===== src/rtl/twiddle_collect_pkg.sv =====
// Shared sizing and helpers for the twiddle collector: word width, lane/group
// geometry and lane slicing of the packed input beat.
package twiddle_collect_pkg;
    localparam int nb       = 9;
    localparam int LANES    = 4;
    localparam int GROUPS   = 8;
    localparam int DEPTH    = LANES * GROUPS;
    localparam int AW       = $clog2(DEPTH);
    localparam int GW       = $clog2(GROUPS);
    localparam int LW       = $clog2(LANES);
    localparam int SIGN_BIT = nb - 1;
    localparam int BUSW     = nb * LANES;

    typedef enum logic {
        FILL = 1'b0,
        FULL = 1'b1
    } fill_state_t;

    function automatic logic [nb-1:0] lane_slice(input logic [BUSW-1:0] bus, input int k);
        return bus[nb*k +: nb];
    endfunction
endpackage


===== src/rtl/twiddle_collect_if.sv =====
// Beat input, indexed read port and frame status of the twiddle collector.
interface twiddle_collect_if;
    import twiddle_collect_pkg::*;

    logic            start;
    logic            ivalid;
    logic [BUSW-1:0] ir;
    logic [BUSW-1:0] ii;
    logic            rreq;
    logic [AW-1:0]   raddr;
    logic            rconj;
    logic [nb-1:0]   orr;
    logic [nb-1:0]   ori;
    logic            rvalid;
    logic            done;
    logic            err;
    logic [GW-1:0]   wptr;

    modport master (
        output start, ivalid, ir, ii, rreq, raddr, rconj,
        input  orr, ori, rvalid, done, err, wptr
    );

    modport slave (
        input  start, ivalid, ir, ii, rreq, raddr, rconj,
        output orr, ori, rvalid, done, err, wptr
    );
endinterface


===== src/rtl/twiddle_collect_bank.sv =====
// 32-entry complex twiddle store: 4-lane write at a group base address and one
// registered read port with optional sign flip of the imaginary part.
module twiddle_bank
    import twiddle_collect_pkg::*;
(
    input  logic            CLK,
    input  logic            RST,
    input  logic            we,
    input  logic [AW-1:0]   wbase,
    input  logic [BUSW-1:0] wr,
    input  logic [BUSW-1:0] wi,
    input  logic            rreq,
    input  logic [AW-1:0]   raddr,
    input  logic            rconj,
    output logic [nb-1:0]   orr,
    output logic [nb-1:0]   ori,
    output logic            rvalid
);
    logic [nb-1:0] mem_r [DEPTH];
    logic [nb-1:0] mem_i [DEPTH];
    logic [nb-1:0] conj_mask;

    assign conj_mask = {rconj, {SIGN_BIT{1'b0}}};

    // Read and write share the edge, so a colliding read sees the old entry.
    always_ff @(posedge CLK or negedge RST) begin
        if (!RST) begin
            for (int i = 0; i < DEPTH; i++) begin
                mem_r[i] <= '0;
                mem_i[i] <= '0;
            end
            orr    <= '0;
            ori    <= '0;
            rvalid <= 1'b0;
        end else begin
            rvalid <= rreq;
            if (rreq) begin
                orr <= mem_r[raddr];
                ori <= mem_i[raddr] ^ conj_mask;
            end
            if (we) begin
                for (int k = 0; k < LANES; k++) begin
                    mem_r[wbase + AW'(k)] <= lane_slice(wr, k);
                    mem_i[wbase + AW'(k)] <= lane_slice(wi, k);
                end
            end
        end
    end
endmodule


===== src/rtl/twiddle_collect.sv =====
// Twiddle stream receiver: tracks the group write pointer and frame status and
// feeds beats into the twiddle bank.
//
//   state | meaning
//   ------+---------------------------------------------
//   FILL  | frame incomplete, beats are written
//   FULL  | frame captured, further beats raise ERR
module twiddle_collect
    import twiddle_collect_pkg::*;
(
    input  logic             CLK,
    input  logic             RST,
    twiddle_collect_if.slave bus
);
    fill_state_t   state;
    logic [GW-1:0] wptr;
    logic          err;
    logic          we;
    logic [AW-1:0] wbase;

    assign we    = bus.ivalid && !bus.start && (state == FILL);
    assign wbase = {wptr, {LW{1'b0}}};

    always_ff @(posedge CLK or negedge RST) begin
        if (!RST) begin
            state <= FILL;
            wptr  <= '0;
            err   <= 1'b0;
        end else if (bus.start) begin
            state <= FILL;
            wptr  <= '0;
            err   <= 1'b0;
        end else if (bus.ivalid) begin
            case (state)
                FILL: begin
                    if (wptr == GW'(GROUPS - 1)) begin
                        wptr  <= '0;
                        state <= FULL;
                    end else begin
                        wptr <= wptr + GW'(1);
                    end
                end
                FULL:    err <= 1'b1;
                default: state <= FILL;
            endcase
        end
    end

    assign bus.done = (state == FULL);
    assign bus.err  = err;
    assign bus.wptr = wptr;

    twiddle_bank u_bank (
        .CLK    (CLK),
        .RST    (RST),
        .we     (we),
        .wbase  (wbase),
        .wr     (bus.ir),
        .wi     (bus.ii),
        .rreq   (bus.rreq),
        .raddr  (bus.raddr),
        .rconj  (bus.rconj),
        .orr    (bus.orr),
        .ori    (bus.ori),
        .rvalid (bus.rvalid)
    );
endmodule


===== src/flat_wrapper.sv =====
// flat-port wrapper written by rule: the top's interface ports become plain ports
module twiddle_collect_flat import twiddle_collect_pkg::*;
  (CLK, RST, bus_start, bus_ivalid, bus_ir, bus_ii, bus_rreq, bus_raddr, bus_rconj, bus_orr, bus_ori, bus_rvalid, bus_done, bus_err, bus_wptr);
  twiddle_collect_if bus_i ();
  input  logic CLK;
  input  logic RST;
  input wire logic [$bits(bus_i.start)-1:0] bus_start;
  input wire logic [$bits(bus_i.ivalid)-1:0] bus_ivalid;
  input wire logic [$bits(bus_i.ir)-1:0] bus_ir;
  input wire logic [$bits(bus_i.ii)-1:0] bus_ii;
  input wire logic [$bits(bus_i.rreq)-1:0] bus_rreq;
  input wire logic [$bits(bus_i.raddr)-1:0] bus_raddr;
  input wire logic [$bits(bus_i.rconj)-1:0] bus_rconj;
  output wire logic [$bits(bus_i.orr)-1:0] bus_orr;
  output wire logic [$bits(bus_i.ori)-1:0] bus_ori;
  output wire logic [$bits(bus_i.rvalid)-1:0] bus_rvalid;
  output wire logic [$bits(bus_i.done)-1:0] bus_done;
  output wire logic [$bits(bus_i.err)-1:0] bus_err;
  output wire logic [$bits(bus_i.wptr)-1:0] bus_wptr;
  assign bus_i.start = bus_start;
  assign bus_i.ivalid = bus_ivalid;
  assign bus_i.ir = bus_ir;
  assign bus_i.ii = bus_ii;
  assign bus_i.rreq = bus_rreq;
  assign bus_i.raddr = bus_raddr;
  assign bus_i.rconj = bus_rconj;
  assign bus_orr = bus_i.orr;
  assign bus_ori = bus_i.ori;
  assign bus_rvalid = bus_i.rvalid;
  assign bus_done = bus_i.done;
  assign bus_err = bus_i.err;
  assign bus_wptr = bus_i.wptr;
  twiddle_collect u_core (.CLK(CLK), .RST(RST), .bus(bus_i));
endmodule

===== config.mk =====
export PLATFORM = sky130hd
export DESIGN_NAME = twiddle_collect_flat
export DESIGN_NICKNAME = d
export VERILOG_FILES = /design/src/rtl/twiddle_collect_pkg.sv /design/src/rtl/twiddle_collect_if.sv /design/src/rtl/twiddle_collect_bank.sv /design/src/rtl/twiddle_collect.sv /design/src/flat_wrapper.sv
export SDC_FILE = /design/constraint.sdc
export NUM_CORES = 1
export LEC_CHECK = 0
export ABC_AREA = 1
export CAP_MARGIN = 0
export CORE_MARGIN = 2
export CORE_UTILIZATION = 55
export DETAILED_ROUTE_END_ITERATION = 16
export MAX_ROUTING_LAYER = met4
export PLACE_DENSITY = 0.76
export SLEW_MARGIN = 20
export SYNTH_ARGS = -nofsm -noshare
export SYNTH_HDL_FRONTEND = slang
export SYNTH_SLANG_ARGS = --single-unit

===== constraint.sdc =====
create_clock -name CLK -period 1.69 [get_ports CLK]
set_clock_uncertainty 0.1 [all_clocks]
set_input_delay 0.169 -clock CLK [delete_from_list [all_inputs] [get_ports CLK]]
set_output_delay 0.169 -clock CLK [all_outputs]
set_load 0.01 [all_outputs]

==> results.md <==
- Drt drc: 0
- Fillers: 3647
- Area Overhead vs Synth: 20.9%
- WL final: 90800 um
- Static leakage: 15.4 nW
- DIE WIDTH: 226 um
- Design Power: 37.4 mW
- Global router's overall resource usage: 0.322
- Tmin final: 1.82 ns
- TritonCTS clock tree: yes
- Mux cell area share after synthesis: 0
- Cell variety after synth: 23
- Final Setup Violations: 305
- Max IR drop VDD: 0.957 mV
- RSZ-0062 raised after global routing: yes
- Sequential-to-total area share from yosys stat: 0.555
- Crit path required time: 2.11 ns
- Largest net degree at the start of global routing: 113
- Nets@finish: 3425
- Vias in the first global route: 22900
- Fin. max-slew vios: 0
- Drt via density: 6.23
- Compound-cell area share of the yosys netlist: 0.186
- Maximum capacitance violations: 0
- Antenna-violating nets left: 0
- Clock Sinks: 600
- Fin. Hold Viols: 3
- Synth Area in Adders: 0.000925
- Core ar.: 0.0487 mm2
- TritonRoute pass-1 iters: 8
- Worst setup SP type: register
- Crit Path Max Fanout: 11
- Arr. time, crit path: 2.24 ns
- Avg WL per Cell: 22.4 um
- First-pass GRT wire length: 125000 um
- Pre-CTS setup slack: -0.298 ns
- IO Port Bufs: 106
- Fmax: 549 MHz
- WS Path Type: register to register
- Post-Synth Simple-Gate Area: 0.192
- # IOs: 107
- H-tree depth: 2
- Clock latency on the worst-skew pair: 0.66 ns
- TritonCTS buffer count: 60
- Die area: 0.0509 mm2
- Initial Util: 0.555
- R2r worst-path depth: 7
- Via count: 25200
- Least-Margin Pin Slew: 0.772 ns
- DP HPWL: 47000 um
- Gp weighted congestion: 0.876
- Hold Path Class: primary input to async pin
- Gr ovfl total: 0
- Clock slew at reported path FFs: 0.06 ns
- Mean post-synth cell area: 8.36 um2
- Critical path origin: u_core.bus.done
- Clock Tree Buf Depth: 3
- Final period util: 1.08
- Layout cells sized above 1: 0.108
- Setup ws final: -0.132 ns
- Power Density: 1140 mW/mm2
- Register area: 0.0150 mm2
- XOR/XNOR Fraction of Synth Area: 0
- WHS: -0.00629 ns
- Die Height: 226 um
- Slew headroom: 0.484
- Crit end category: register
- Detailed router's first-iteration violation count: 3560
- Initial antenna violation count: 2
- Area of the multi-input gates: 0.0105 mm2
- Num rows: 81
- Root Driver: clkbuf_16
- Post-Syn Instances: 3233
- Worst reg2reg startpoint: u_core.bus.done
- Net count after synthesis: 3318
- Failing checks: hold timing, setup timing
- Post-Synthesis Cell Area: 0.0270 mm2
- Synth Register Bits: 600
- Status: finished, violations left
- Synth Warn #: 0
- Largest family of logic cells by synthesized area: simple AND/OR/NAND/NOR gates
==> path summary, 6_finish.rpt <==
path | endpoint | slack, ns
max in group asynchronous | u_core.u_bank.mem_r[277] | 0.28
worst max-delay path | u_core.u_bank.mem_r[19] | -0.13
worst min register to register | u_core.u_bank.ori[0] | 0.38
worst max register to register | u_core.u_bank.mem_r[19] | -0.13
worst min-delay path | u_core.u_bank.mem_i[215] | -0.006
min in group CLK | u_core.u_bank.ori[3] | 0.06
==> cells by family after synthesis <==
family,Yosys count
AO/OA/AOI/OAI,973
adder cells (fa/ha/maj),2
buffers and inverters,347
flip-flops,600
AND/OR/NAND/NOR,1311
==> report_power, final <==
| part | internal (mW) | total (mW) | switching (mW) |
|---|---|---|---|
| clock network | 8.17 | 14.0 | 5.84 |
| registers | 16.4 | 17.7 | 1.26 |
| logic | 2.29 | 5.64 | 3.35 |
| total | 26.9 | 37.4 | 10.5 |
==> repair_timing <==
action | CTS | global route
resized for setup | 43 | 221
endpoints found under the setup margin | 28 | 500
buffers inserted | 9 | 12
cloned | 5 | 37
hold endpoints to repair | 600 | 0
hold buffers | 3 | 0
pin swaps | 2 | 3
==> metrics by stage <==
stage / area [um2] / TNS (ns) / utilization / std cells
finish: 32700 / -8.69 / 0.671 / 4053
global route: 32700 / -32.71 / 0.671 / 4053
CTS: 31500 / -0.112 / 0.645 / 4003
detailed placement: 29100 / -131.78 / 0.597 / 3876
global placement: 29100 / -95.91 / 0.597 / 3876
floorplan: 27000 / 0 / - / 3233
==> synthesized netlist by cell type, drive strengths merged <==
master / count / area share
o21bai: 1 / 0.00028
o21ai: 833 / 0.15
buf: 136 / 0.036
nand3: 111 / 0.021
o22ai: 120 / 0.028
nand2: 950 / 0.13
ha: 2 / 0.00093
nand4: 8 / 0.0060
nor2: 241 / 0.033
clkinv: 3 / 0.00042
a21oi: 19 / 0.0035
nor3: 1 / 0.00060
clkbuf: 110 / 0.016
inv: 98 / 0.014
dfrtp: 600 / 0.56
==> layout make-up <==
| cell class | instances | area share |
|---|---|---|
| diodes | 1 | 0.0000765 |
| clock buffers | 86 | 0.0529 |
| clock inverters | 24 | 0.0103 |
| inverters | 101 | 0.0120 |
| multi-input cells | 2286 | 0.322 |
| flip-flops and latches | 600 | 0.459 |
| well taps | 664 | 0.0254 |
| repair buffers | 291 | 0.118 |
==> per-layer routing <==
| layer | vias up | share of wire | wire length (um) | track usage |
|---|---|---|---|---|
| met5 | - | 0 | 0 | - |
| li1 | 10900 | - | - | - |
| met1 | 12100 | 0.38 | 34500 | 0.433 |
| met3 | 373 | 0.12 | 11300 | 0.0526 |
| met4 | 0 | 0.056 | 5050 | 0.133 |
| met2 | 1846 | 0.44 | 39900 | 0.489 |
==> registers in the layout, indices dropped and copies added, names as in the netlist <==
name	cells
u_core.bus.err	1
u_core.u_bank.ori	9
u_core.u_bank.mem_i	288
u_core.u_bank.rvalid	1
u_core.u_bank.mem_r	288
u_core.bus.wptr	3
u_core.bus.done	1
u_core.u_bank.orr	9
==> worst max-delay path: stages (launching register included) <==
cell and delay, ns:
dfrtp_1 0.40, nor3_4 0.16, buf_12 0.15, buf_12 0.13, nand4_4 0.09, buf_12 0.20, clkbuf_16 0.19, o21ai_1 0.25
==> cell usage in the layout, fill, tap and decap left out, types with 2 or more instances in the layout <==
master,n
a21oi_1,19
clkbuf_8,14
buf_2,4
buf_8,3
inv_1,92
buf_12,65
clkdlybuf4s50_1,77
dlygate4sd2_1,20
dfrtp_1,599
o21ai_1,181
clkinv_8,3
nand3_1,111
ha_1,2
dlygate4sd3_1,3
clkinv_1,3
buf_4,69
clkbuf_1,13
bufinv_16,7
nand2_1,911
o22ai_1,120
buf_16,11
nand2_2,26
inv_2,2
o21ai_2,25
o21ai_0,627
buf_6,16
clkinvlp_4,4
clkinv_2,12
nand2_4,13
clkbuf_16,80
nor2_1,241
nand4_4,8
No activity file was read; power rests on OpenSTA's default activity.
